## config.mk

```make
export PLATFORM = sky130hd
export DESIGN_NAME = scarv_cop_issue
export DESIGN_NICKNAME = d
export VERILOG_FILES = /design/src/rtl/scarv_cop_issue.sv
export SDC_FILE = /design/constraint.sdc
export NUM_CORES = 1
export LEC_CHECK = 0
export ABC_AREA = 1
export CORE_UTILIZATION = 47
export CTS_CLUSTER_SIZE = 24
export DETAILED_ROUTE_END_ITERATION = 12
export PLACE_DENSITY = 0.93
export REMOVE_ABC_BUFFERS = 1
export SYNTH_ARGS = -nofsm -noshare
export SYNTH_HDL_FRONTEND = slang
export SYNTH_SLANG_ARGS = --single-unit
```

## constraint.sdc

```tcl
create_clock -name g_clk -period 2.21 [get_ports g_clk]
set_input_delay 0.221 -clock g_clk [delete_from_list [all_inputs] [get_ports g_clk]]
set_output_delay 0.221 -clock g_clk [all_outputs]
set_load 0.02 [all_outputs]
```

## src/rtl/scarv_cop_issue.sv

```systemverilog
// scarv_cop_issue
// ----------------
// Issues one instruction at a time from the core to a coprocessor (COP) and
// returns the COP's writeback response to the core.
//
// Handshakes: a transfer happens on a rising g_clk edge when valid and ready
// are both high. Valid-side signals are held stable until that edge, and the
// valid side never waits for ready before asserting valid. The same rule
// applies to core_req_*, core_rsp_*, cpu_insn_req/cpu_insn_ack and
// cop_insn_rsp/cop_insn_ack.
//
// Ports
//   g_clk, g_resetn          clock, asynchronous active-low reset
//   core_req_valid/ready     core -> issue: instruction request
//   core_req_insn[31:0]      encoded instruction
//   core_rsp_valid/ready     issue -> core: response
//   core_rsp_result[2:0]     COP result code, 110 = not an ISE insn, 111 = timeout
//   core_rsp_wen/waddr/wdata GPR writeback
//   cpu_insn_req/ack         issue -> COP: instruction request
//   cpu_insn_enc[31:0]       registered instruction sent to the COP
//   cop_insn_rsp/ack         COP -> issue: response
//   cop_result/wen/waddr/wdata COP response payload
//   busy                     high whenever a transaction is in flight
//   dbg_state[1:0]           current FSM state (0 IDLE, 1 REQ, 2 RSP, 3 DONE)
module scarv_cop_issue #(
    parameter int TIMEOUT = 255
) (
    input  logic        g_clk,
    input  logic        g_resetn,
    input  logic        core_req_valid,
    output logic        core_req_ready,
    input  logic [31:0] core_req_insn,
    output logic        core_rsp_valid,
    input  logic        core_rsp_ready,
    output logic [2:0]  core_rsp_result,
    output logic        core_rsp_wen,
    output logic [4:0]  core_rsp_waddr,
    output logic [31:0] core_rsp_wdata,
    output logic        cpu_insn_req,
    input  logic        cpu_insn_ack,
    output logic [31:0] cpu_insn_enc,
    input  logic        cop_insn_rsp,
    output logic        cop_insn_ack,
    input  logic [2:0]  cop_result,
    input  logic        cop_wen,
    input  logic [4:0]  cop_waddr,
    input  logic [31:0] cop_wdata,
    output logic        busy,
    output logic [1:0]  dbg_state
);

    typedef enum logic [1:0] {
        S_IDLE = 2'd0,
        S_REQ  = 2'd1,
        S_RSP  = 2'd2,
        S_DONE = 2'd3
    } state_t;

    localparam logic [2:0] RES_NOT_ISE = 3'b110;
    localparam logic [2:0] RES_TIMEOUT = 3'b111;
    // Counter value on the last RSP cycle before giving up.
    localparam logic [7:0] CNT_LAST    = 8'(TIMEOUT - 1);

    state_t      state_q, state_d;
    logic [31:0] insn_q;
    logic [7:0]  cnt_q;
    logic [2:0]  result_q;
    logic        wen_q;
    logic [4:0]  waddr_q;
    logic [31:0] wdata_q;
    logic        is_ise;
    logic        timed_out;

    // ISE instructions use the custom-0..3 major opcodes.
    always_comb begin
        is_ise = 1'b0;
        case (core_req_insn[6:0])
            7'b0001011, 7'b0101011, 7'b1011011, 7'b1111011: is_ise = 1'b1;
            default:                                        is_ise = 1'b0;
        endcase
    end

    assign timed_out = (cnt_q == CNT_LAST);

    always_comb begin
        state_d = state_q;
        case (state_q)
            S_IDLE: if (core_req_valid) state_d = is_ise ? S_REQ : S_DONE;
            S_REQ:  if (cpu_insn_ack) state_d = S_RSP;
            // A response in the last counted cycle wins over the timeout.
            S_RSP:  if (cop_insn_rsp || timed_out) state_d = S_DONE;
            S_DONE: if (core_rsp_ready) state_d = S_IDLE;
            default: state_d = S_IDLE;
        endcase
    end

    always_ff @(posedge g_clk or negedge g_resetn) begin
        if (!g_resetn) begin
            state_q  <= S_IDLE;
            insn_q   <= '0;
            cnt_q    <= '0;
            result_q <= '0;
            wen_q    <= 1'b0;
            waddr_q  <= '0;
            wdata_q  <= '0;
        end else begin
            state_q <= state_d;
            case (state_q)
                S_IDLE: begin
                    if (core_req_valid) begin
                        insn_q <= core_req_insn;
                        if (!is_ise) begin
                            result_q <= RES_NOT_ISE;
                            wen_q    <= 1'b0;
                            waddr_q  <= '0;
                            wdata_q  <= '0;
                        end
                    end
                end
                S_REQ: begin
                    if (cpu_insn_ack) cnt_q <= '0;
                end
                S_RSP: begin
                    if (cop_insn_rsp) begin
                        result_q <= cop_result;
                        // Error codes never write back, whatever the COP says.
                        wen_q    <= cop_wen && (cop_result != RES_NOT_ISE)
                                           && (cop_result != RES_TIMEOUT);
                        waddr_q  <= cop_waddr;
                        wdata_q  <= cop_wdata;
                    end else if (timed_out) begin
                        result_q <= RES_TIMEOUT;
                        wen_q    <= 1'b0;
                        waddr_q  <= '0;
                        wdata_q  <= '0;
                    end else if (cnt_q != 8'hff) begin
                        cnt_q <= cnt_q + 8'd1;
                    end
                end
                default: ;
            endcase
        end
    end

    assign core_req_ready  = (state_q == S_IDLE);
    assign core_rsp_valid  = (state_q == S_DONE);
    assign cpu_insn_req    = (state_q == S_REQ);
    assign cop_insn_ack    = (state_q == S_RSP) && cop_insn_rsp;
    assign busy            = (state_q != S_IDLE);
    assign dbg_state       = state_q;
    assign cpu_insn_enc    = insn_q;
    assign core_rsp_result = result_q;
    assign core_rsp_wen    = wen_q;
    assign core_rsp_waddr  = waddr_q;
    assign core_rsp_wdata  = wdata_q;

endmodule

```

; ---- Word level (Yosys, flattened, before mapping)
; Cells that the tools add are included.
[totals]
in_bits = 79
wordCells = 73
out_inout_bits = 80
reg_bits = 83
[classes]
n_mux = 32
addsub = 1
n_eq_ne = 20
n_reduce_logical = 13
[op_table]
columns = cell, count
row1 = 32-bit two-way mux, 4
row2 = 32-bit one-hot mux with 2 select lines, 1
row3 = 8-bit two-way mux, 4
row4 = 5-bit two-way mux, 4
row5 = 8-bit one-hot mux with 2 select lines, 1
row6 = "7-bit == test, second input constant", 2
row7 = 3-bit two-way mux, 4
row8 = "2-bit inequality test, second input constant", 6
row9 = 2-bit two-way mux, 5
row10 = 5-bit one-hot mux with 2 select lines, 1
row11 = "3-bit inequality test, second input constant", 3
row12 = "8-bit by 1-bit adder with 8-bit output, second input constant", 1
row13 = "8-bit == test, second input constant", 1
row14 = "8-bit inequality test, second input constant", 1
row15 = 2-bit one-hot mux with 4 select lines, 1
row16 = 4-bit AND reduction, 2
row17 = "7-bit by 4-bit == test with 1-bit output, second input constant", 1
row18 = "7-bit by 6-bit == test with 1-bit output, second input constant", 1
row19 = 3-bit one-hot mux with 2 select lines, 1
row20 = 2-bit nonzero test, 3
row21 = 1-bit two-way mux, 5
row22 = 5-bit AND reduction, 1
row23 = "2-bit == test, second input constant", 2
row24 = "2-bit by 1-bit inequality test with 1-bit output, second input constant", 2
row25 = other kinds (7), 9

; ---- Longest topological paths before layout
; Gate-level depths: netlist (run 1).
[depth]
depth_word = 6
depth_mapped = 10
mapped_depth_nobuf = 10

; ---- Least setup slack after synthesis (run 1)
; Ideal clock, no wire load.
[synth_timing]
kind = reg2reg
start = register state_q[0] (netlist: dbg_state[0])
end = register result_q[0] (netlist: core_rsp_result[0])
path_stages_with_launch = 10
path_slack_ns = 0.331
arrival_time_ns = 1.762
t_required_ns = 2.093
setup_time_ns = 0.117
period_less_slack_ns = 1.879
path_cell_list = dfrtp_1 > inv_1 > ha_1 > inv_2 > nor2_1 > a21oi_2 > nand3_4 > buf_6 > nand2_1 > nand2_1
[synth_via]
elab_chain_len = 3
elab_cells_between_ends = 8
classes_between = eq/ne: 4 / mux: 1 / reduce/logical: 3
[synth_rtl]
columns = item, line_no
row1 = "start, declared", 64  ; state_t state_q, state_d;
row2 = "start signal, assigned", 107  ; state_q <= state_d;
row3 = 2-bit logical NOT *, --
row4 = via core_req_ready, 31  ; output logic core_req_ready,
row5 = 2-bit inequality test (no source line) or 2-bit nonzero test (tied branches), --
row6 = 4-bit AND reduction (no source line), --
row7 = "end signal, assigned", 125  ; result_q <= cop_result;
row8 = "end, declared", 67  ; logic [2:0] result_q;
; The timed path passes the listed nets; every way through them passes the cells marked *.
; A chain may end at the register's enable or synchronous reset.

; ---- Worst setup path after layout (run 1)
[layout_timing]
start = register state_q[0] (netlist: dbg_state[0])
end = output port busy
[layout_via]
elab_chain_len = 1
[layout_rtl]
columns = item, line_no
row1 = 2-bit nonzero test, 149  ; assign busy = (state_q != S_IDLE);
row2 = "end, declared", 48  ; output logic busy,
; No other way between the ends.

==> results.cfg, run 1 <==
[status]
status = complete, no violations

[clock_tree]
cts_made_buffers = 9
post_cts_buffers = 0
clock_sinks = 83
cts_htree_levels = 3
root_buffer = clkbuf_8
clk_latency_ns = 0.35
cts_tree = done
clk_pin_slew_ns = 0.10
clockBufferDepth = 2

[finish]
nNetsFinal = 692
layout-drive-gt1-share = 0.113
area_growth_pct = 45.9
fillers = 622
fin_area_sq_mm = 0.00588
antenna_cells = 0

[synth]
synth_area_sq_mm = 0.00403
ys_types = 25
ys_top_cells_by_count = 121 x nand2_1, 83 x dfrtp_1, 54 x inv_1, 49 x nor2_1, 42 x nand4_1
synth_top_cell_area_share = 0.515
syn_avg_cell_area_sq_um = 8.88
synth-seq-cells = 83
ys.flop_type = dfrtp_1
yosys-top-cells-area = dfrtp_1 52%, nand2_1 11%, mux2_2 8.7%, nand4_1 6.5%, inv_1 5.0%
synth_most_common_cell = nand2_1
synth_edf_count = 0
syn_inst = 454
yosys.area.top_type = dfrtp_1
synthArstFlopShare = 1.00
ys_warn_count = 0
ys_seq_area_frac = 0.515

[worst_setup_path]
worst-r2r-cell-count = 8
critPathSlowestCell = clkdlybuf4s50_1
critPathRequiredTime_ns = 1.99
cp-start-kind = flip-flop
reg2reg_to = core_rsp_wdata[10]
crit_end = busy
crit_chain = inv_1 -> ha_1 -> inv_2 -> clkdlybuf4s50_1
worstSetupPathType = reg -> out
rrSetupSlack_ns = 0.28
end_kind = primary output
cp_max_fo = 5
slowest_delay_ns = 0.63
crit_path_start = dbg_state[0]
reg2reg_from = dbg_state[0]
arrival_ns = 1.89

[detailed_routing]
dr_total_vias = 3597
first_iter_violations = 145
drc = 0
first_pass_iters = 4
wl_per_cell_microns = 14.3
final_antenna_net_count = 0
avgViaCountPerCell = 5.02
route.final.wire_length_microns = 10200

[power]
power.switching_mw = 3.29
p_clk_frac = 0.143
power_frac_seq = 0.321
pwr-share-comb = 0.535
leakagePower_nw = 2.84
power_density_mw_per_mm2 = 1340
ir_drop_mv = 0.708
p_int_mw = 4.59
switching_share = 0.418

[global_route]
grt_overflow = 0
first_global_vias = 3557
grtUsageTotal = 0.237
antenna_found_initial = 0
grt_pass1_wl_microns = 16300
grt_max_degree = 61

[place]
dp_hpwl_microns = 7610
gp_congestion = 0.792
place_ws_ns = 0.292
place_area_sq_mm = 0.00567
io_buffer_count = 158

[run]
maxCapViolations = 0

[sta]
setup_viol = 0
period_needed_ns = 2.11
holdWs_ns = 0.304
fin_crit_sh = 0.955
max_freq_mhz = 474
finalClockSkew_ns = 0.0143
relSlewSlack = 0.704
worstMarginPinSlew_ns = 0.443
grt_setup_unrepaired = false
fin_ws_ns = 0.0998
fin_setup_tns_ns = 0
hold_violations = 0
drv_slew = 0

[floorplan]
die_w_microns = 94.6
rows = 33
dieArea_sq_mm = 0.00895
core-area_sq_mm = 0.00826
initial_core_util = 0.488
die_h_microns = 94.6
ios = 159

[worst_hold_path]
hold_path.class = in -> async
[worst max-delay path: cells and delay by family (launching register included)]
family / cells / cell delay (ns)
adder cells (fa/ha/maj): 1 / 0.27
flip-flops: 1 / 0.43
buffers and inverters: 3 / 0.85
[timing repair]
action,in CTS,in global routing
resized for setup,1,0
hold buffers,1,0
setup endpoints to repair,1,0
hold endpoints to repair,23,0
[placed cells by master (no fill, tap or decap), types with 2 or more instances in the layout]
cell type        count
clkdlybuf4s50_1    156
nand2_1            121
dfrtp_1             83
inv_1               54
nor2_1              49
nand4_1             42
mux2_2              31
nand3_1             10
clkbuf_8             9
buf_4                9
ha_1                 7
o21ai_0              6
o21ai_1              6
nand2_2              3
o21bai_1             3
or2_2                3
inv_6                3
clkinvlp_4           2
[power by group through the flow]
stage	registers [mW]	clock network, mW	logic, mW
2_1_floorplan	3.25	0	1.46
3_3_place_gp	2.51	0	4.11
3_5_place_dp	2.55	0	4.24
4_1_cts	2.54	1.16	4.25
5_1_grt	2.60	1.23	4.54
6_report	2.53	1.13	4.22
[flip-flops by register name (all words and copies together), names as in the netlist]
register and flops:
cnt_q 8, core_rsp_result 3, core_rsp_waddr 5, core_rsp_wdata 32
core_rsp_wen 1, cpu_insn_enc 32, dbg_state 2
[routing by layer]
layer / track usage / part of all wire / vias up
li1: - / - / 1750
met1: 0.278 / 0.39 / 1686
met3: 0.0362 / 0.066 / 12
met4: 0.101 / 0.013 / 0
met2: 0.427 / 0.53 / 149
met5: 0 / 0 / -
[worst min path at each step]
stage                          to     start
6_report       core_rsp_result[0]  g_resetn
4_1_cts        core_rsp_result[0]  g_resetn
3_3_place_gp     cpu_insn_enc[30]  g_resetn
2_1_floorplan            cnt_q[0]  g_resetn
3_5_place_dp     cpu_insn_enc[30]  g_resetn
5_1_grt        core_rsp_result[0]  g_resetn
[cells by family after synthesis]
kind of cell             synth area share
AO/OA/AOI/OAI                      0.0239
XOR/XNOR                          0.00435
adder cells (fa/ha/maj)            0.0217
buffers and inverters              0.0928
flip-flops                          0.515
multiplexers                       0.0866
AND/OR/NAND/NOR                     0.255
[cell type report]
| type | instances | area, sq um | area share |
|---|---|---|---|
| Sequential cell | 83 | 2080 | 0.353 |
| Timing Repair Buffer | 168 | 1670 | 0.284 |
| Clock buffer | 9 | 124 | 0.0211 |
| Multi-Input combinational cell | 289 | 1590 | 0.271 |
| Tap cell | 105 | 131 | 0.0223 |
| Clock inverter | 7 | 82.6 | 0.0140 |
| Inverter | 55 | 206 | 0.0351 |
[metrics by stage]
stage	total power, mW	std cells	util
after floorplan	4.71	427	-
after global placement	6.62	699	0.686
after detailed placement	6.80	699	0.686
after CTS	7.94	716	0.712
after global routing	8.37	716	0.712
final	7.87	716	0.712
Power figures use the tool's default switching activity.
==> run 2, diff against run 1 <==
- REMOVE_ABC_BUFFERS: 1 -> not set
==> run 2 against run 1 <==
Critical path depth is 1 lower; flip-flop and latch count stayed put; register-to-register slack worse by 0.07 ns; highest routed layer unchanged; critical path type unchanged; non-clock buffer count is 1 lower.
==> results.cfg, run 2 (same netlist as run 1, synthesis figures left out) <==
[status]
status = complete, no violations

[sta]
fin_crit_sh = 0.940
fin_setup_tns_ns = 0
finalClockSkew_ns = 0.0115
grt_setup_unrepaired = false
worstMarginPinSlew_ns = 0.479
max_freq_mhz = 481
fin_ws_ns = 0.133
relSlewSlack = 0.681
hold_violations = 0
period_needed_ns = 2.08
drv_slew = 0
setup_viol = 0

[floorplan]
ios = 159
rows = 33
dieArea_sq_mm = 0.00895
die_w_microns = 94.6
die_h_microns = 94.6
initial_core_util = 0.488
core-area_sq_mm = 0.00826

[finish]
area_growth_pct = 47.6
final_common_cell = clkdlybuf4s50_1
multi_input_comb_area_sq_mm = 0.00161
layout-drive-gt1-share = 0.113
layout_common_cells = 155 x clkdlybuf4s50_1, 121 x nand2_1, 83 x dfrtp_1, 54 x inv_1, 49 x nor2_1
fillers = 579
antenna_cells = 0
seq_area_sq_mm = 0.00208
nNetsFinal = 692

[power]
ir_drop_mv = 0.943
leakagePower_nw = 2.89
power_mw = 8.16
power_density_mw_per_mm2 = 1370

[global_route]
antenna_found_initial = 0
grt_overflow = 0
grtUsageTotal = 0.232
first_global_vias = 3475
grt_pass1_wl_microns = 16100
grt_max_degree = 46

[place]
place_ws_ns = 0.0539
io_buffer_count = 158
gp_congestion = 0.833
dp_hpwl_microns = 7450

[detailed_routing]
first_pass_iters = 5
drc = 0
wl_per_cell_microns = 14.6
route.final.wire_length_microns = 10500
dr_total_vias = 3664
avgViaCountPerCell = 5.12
final_antenna_net_count = 0
first_iter_violations = 165

[worst_setup_path]
slowest_delay_ns = 0.68
end_kind = primary output
cp_max_fo = 5
crit_chain = inv_1 -> ha_1 -> clkdlybuf4s50_1
worstSetupPathType = reg -> out
arrival_ns = 1.86
cp-start-kind = flip-flop
critPathRequiredTime_ns = 1.99
critPathSlowestCell = clkdlybuf4s50_1

[clock_tree]
cts_tree = done
cts_made_buffers = 9
clock_sinks = 83
clockBufferDepth = 2
clk_pin_slew_ns = 0.09
clk_latency_ns = 0.34
root_buffer = clkbuf_8
cts_htree_levels = 3
post_cts_buffers = 0

[synth]
syn_nets = 540

[run]
maxCapViolations = 0

[worst_hold_path]
hold_path.class = in -> async
[run 2: worst paths after layout]
path / start / to / slack, ns / cells past startpoint
max in group asynchronous: g_resetn / core_rsp_wdata[0] / 1.21 / 3
max reg2reg: dbg_state[0] / core_rsp_wdata[3] / 0.21 / 8
min reg2reg: core_rsp_wdata[7] / core_rsp_wdata[7] / 0.49 / 2
min in group g_clk: core_req_insn[2] / cpu_insn_enc[2] / 0.48 / 3
max: dbg_state[1] / core_req_ready / 0.13 / 3
min: g_resetn / cpu_insn_enc[21] / 0.38 / 2
[run 2: critical path: cells and delay by family, from the launching register on]
kind	cells	cell delay, ns
fa+ha+maj	1	0.28
buf+inv	2	0.81
flops	1	0.44
[run 2: power breakdown]
group | switching, mW | internal [mW] | leakage [nW]
Clock | 0.538 | 0.790 | 0.122
Combinational | 2.37 | 1.91 | 1.69
Sequential | 0.395 | 2.15 | 1.07
[run 2: metrics by stage]
| step | cell area, sq um | instances | utilization | hold WS [ns] |
|---|---|---|---|---|
| finish | 5950 | 716 | 0.720 | 0.382 |
| global route | 5950 | 716 | 0.720 | 0.409 |
| floorplan | 4030 | 454 | - | -0.0746 |
| CTS | 5920 | 715 | 0.717 | 0.391 |
| global placement | 5660 | 698 | 0.685 | 0.205 |
| detailed placement | 5660 | 698 | 0.685 | 0.209 |
[run 2: final cells by class]
type,instances,share of cell area
flip-flops and latches,83,0.349
repair buffers,167,0.281
multi-input cells,290,0.271
inverters,55,0.0347
clock buffers,11,0.0238
well taps,105,0.0221
clock inverters,5,0.0183
[run 2: per-layer routing]
| metal | routed length [microns] | share of wire | up-vias | track usage |
|---|---|---|---|---|
| li1 | - | - | 1749 | - |
| met1 | 4290 | 0.41 | 1702 | 0.288 |
| met2 | 5130 | 0.49 | 194 | 0.397 |
| met3 | 836 | 0.080 | 19 | 0.0435 |
| met4 | 220 | 0.021 | 0 | 0.0960 |
| met5 | 0 | 0 | - | 0 |
[run 2: timing repair]
action,in CTS,in global routing
hold endpoints to repair,38,0
gates cloned,0,1
hold buffers,1,0
endpoints found under the setup margin,1,38
gates resized for setup,1,4
pin swaps,0,1
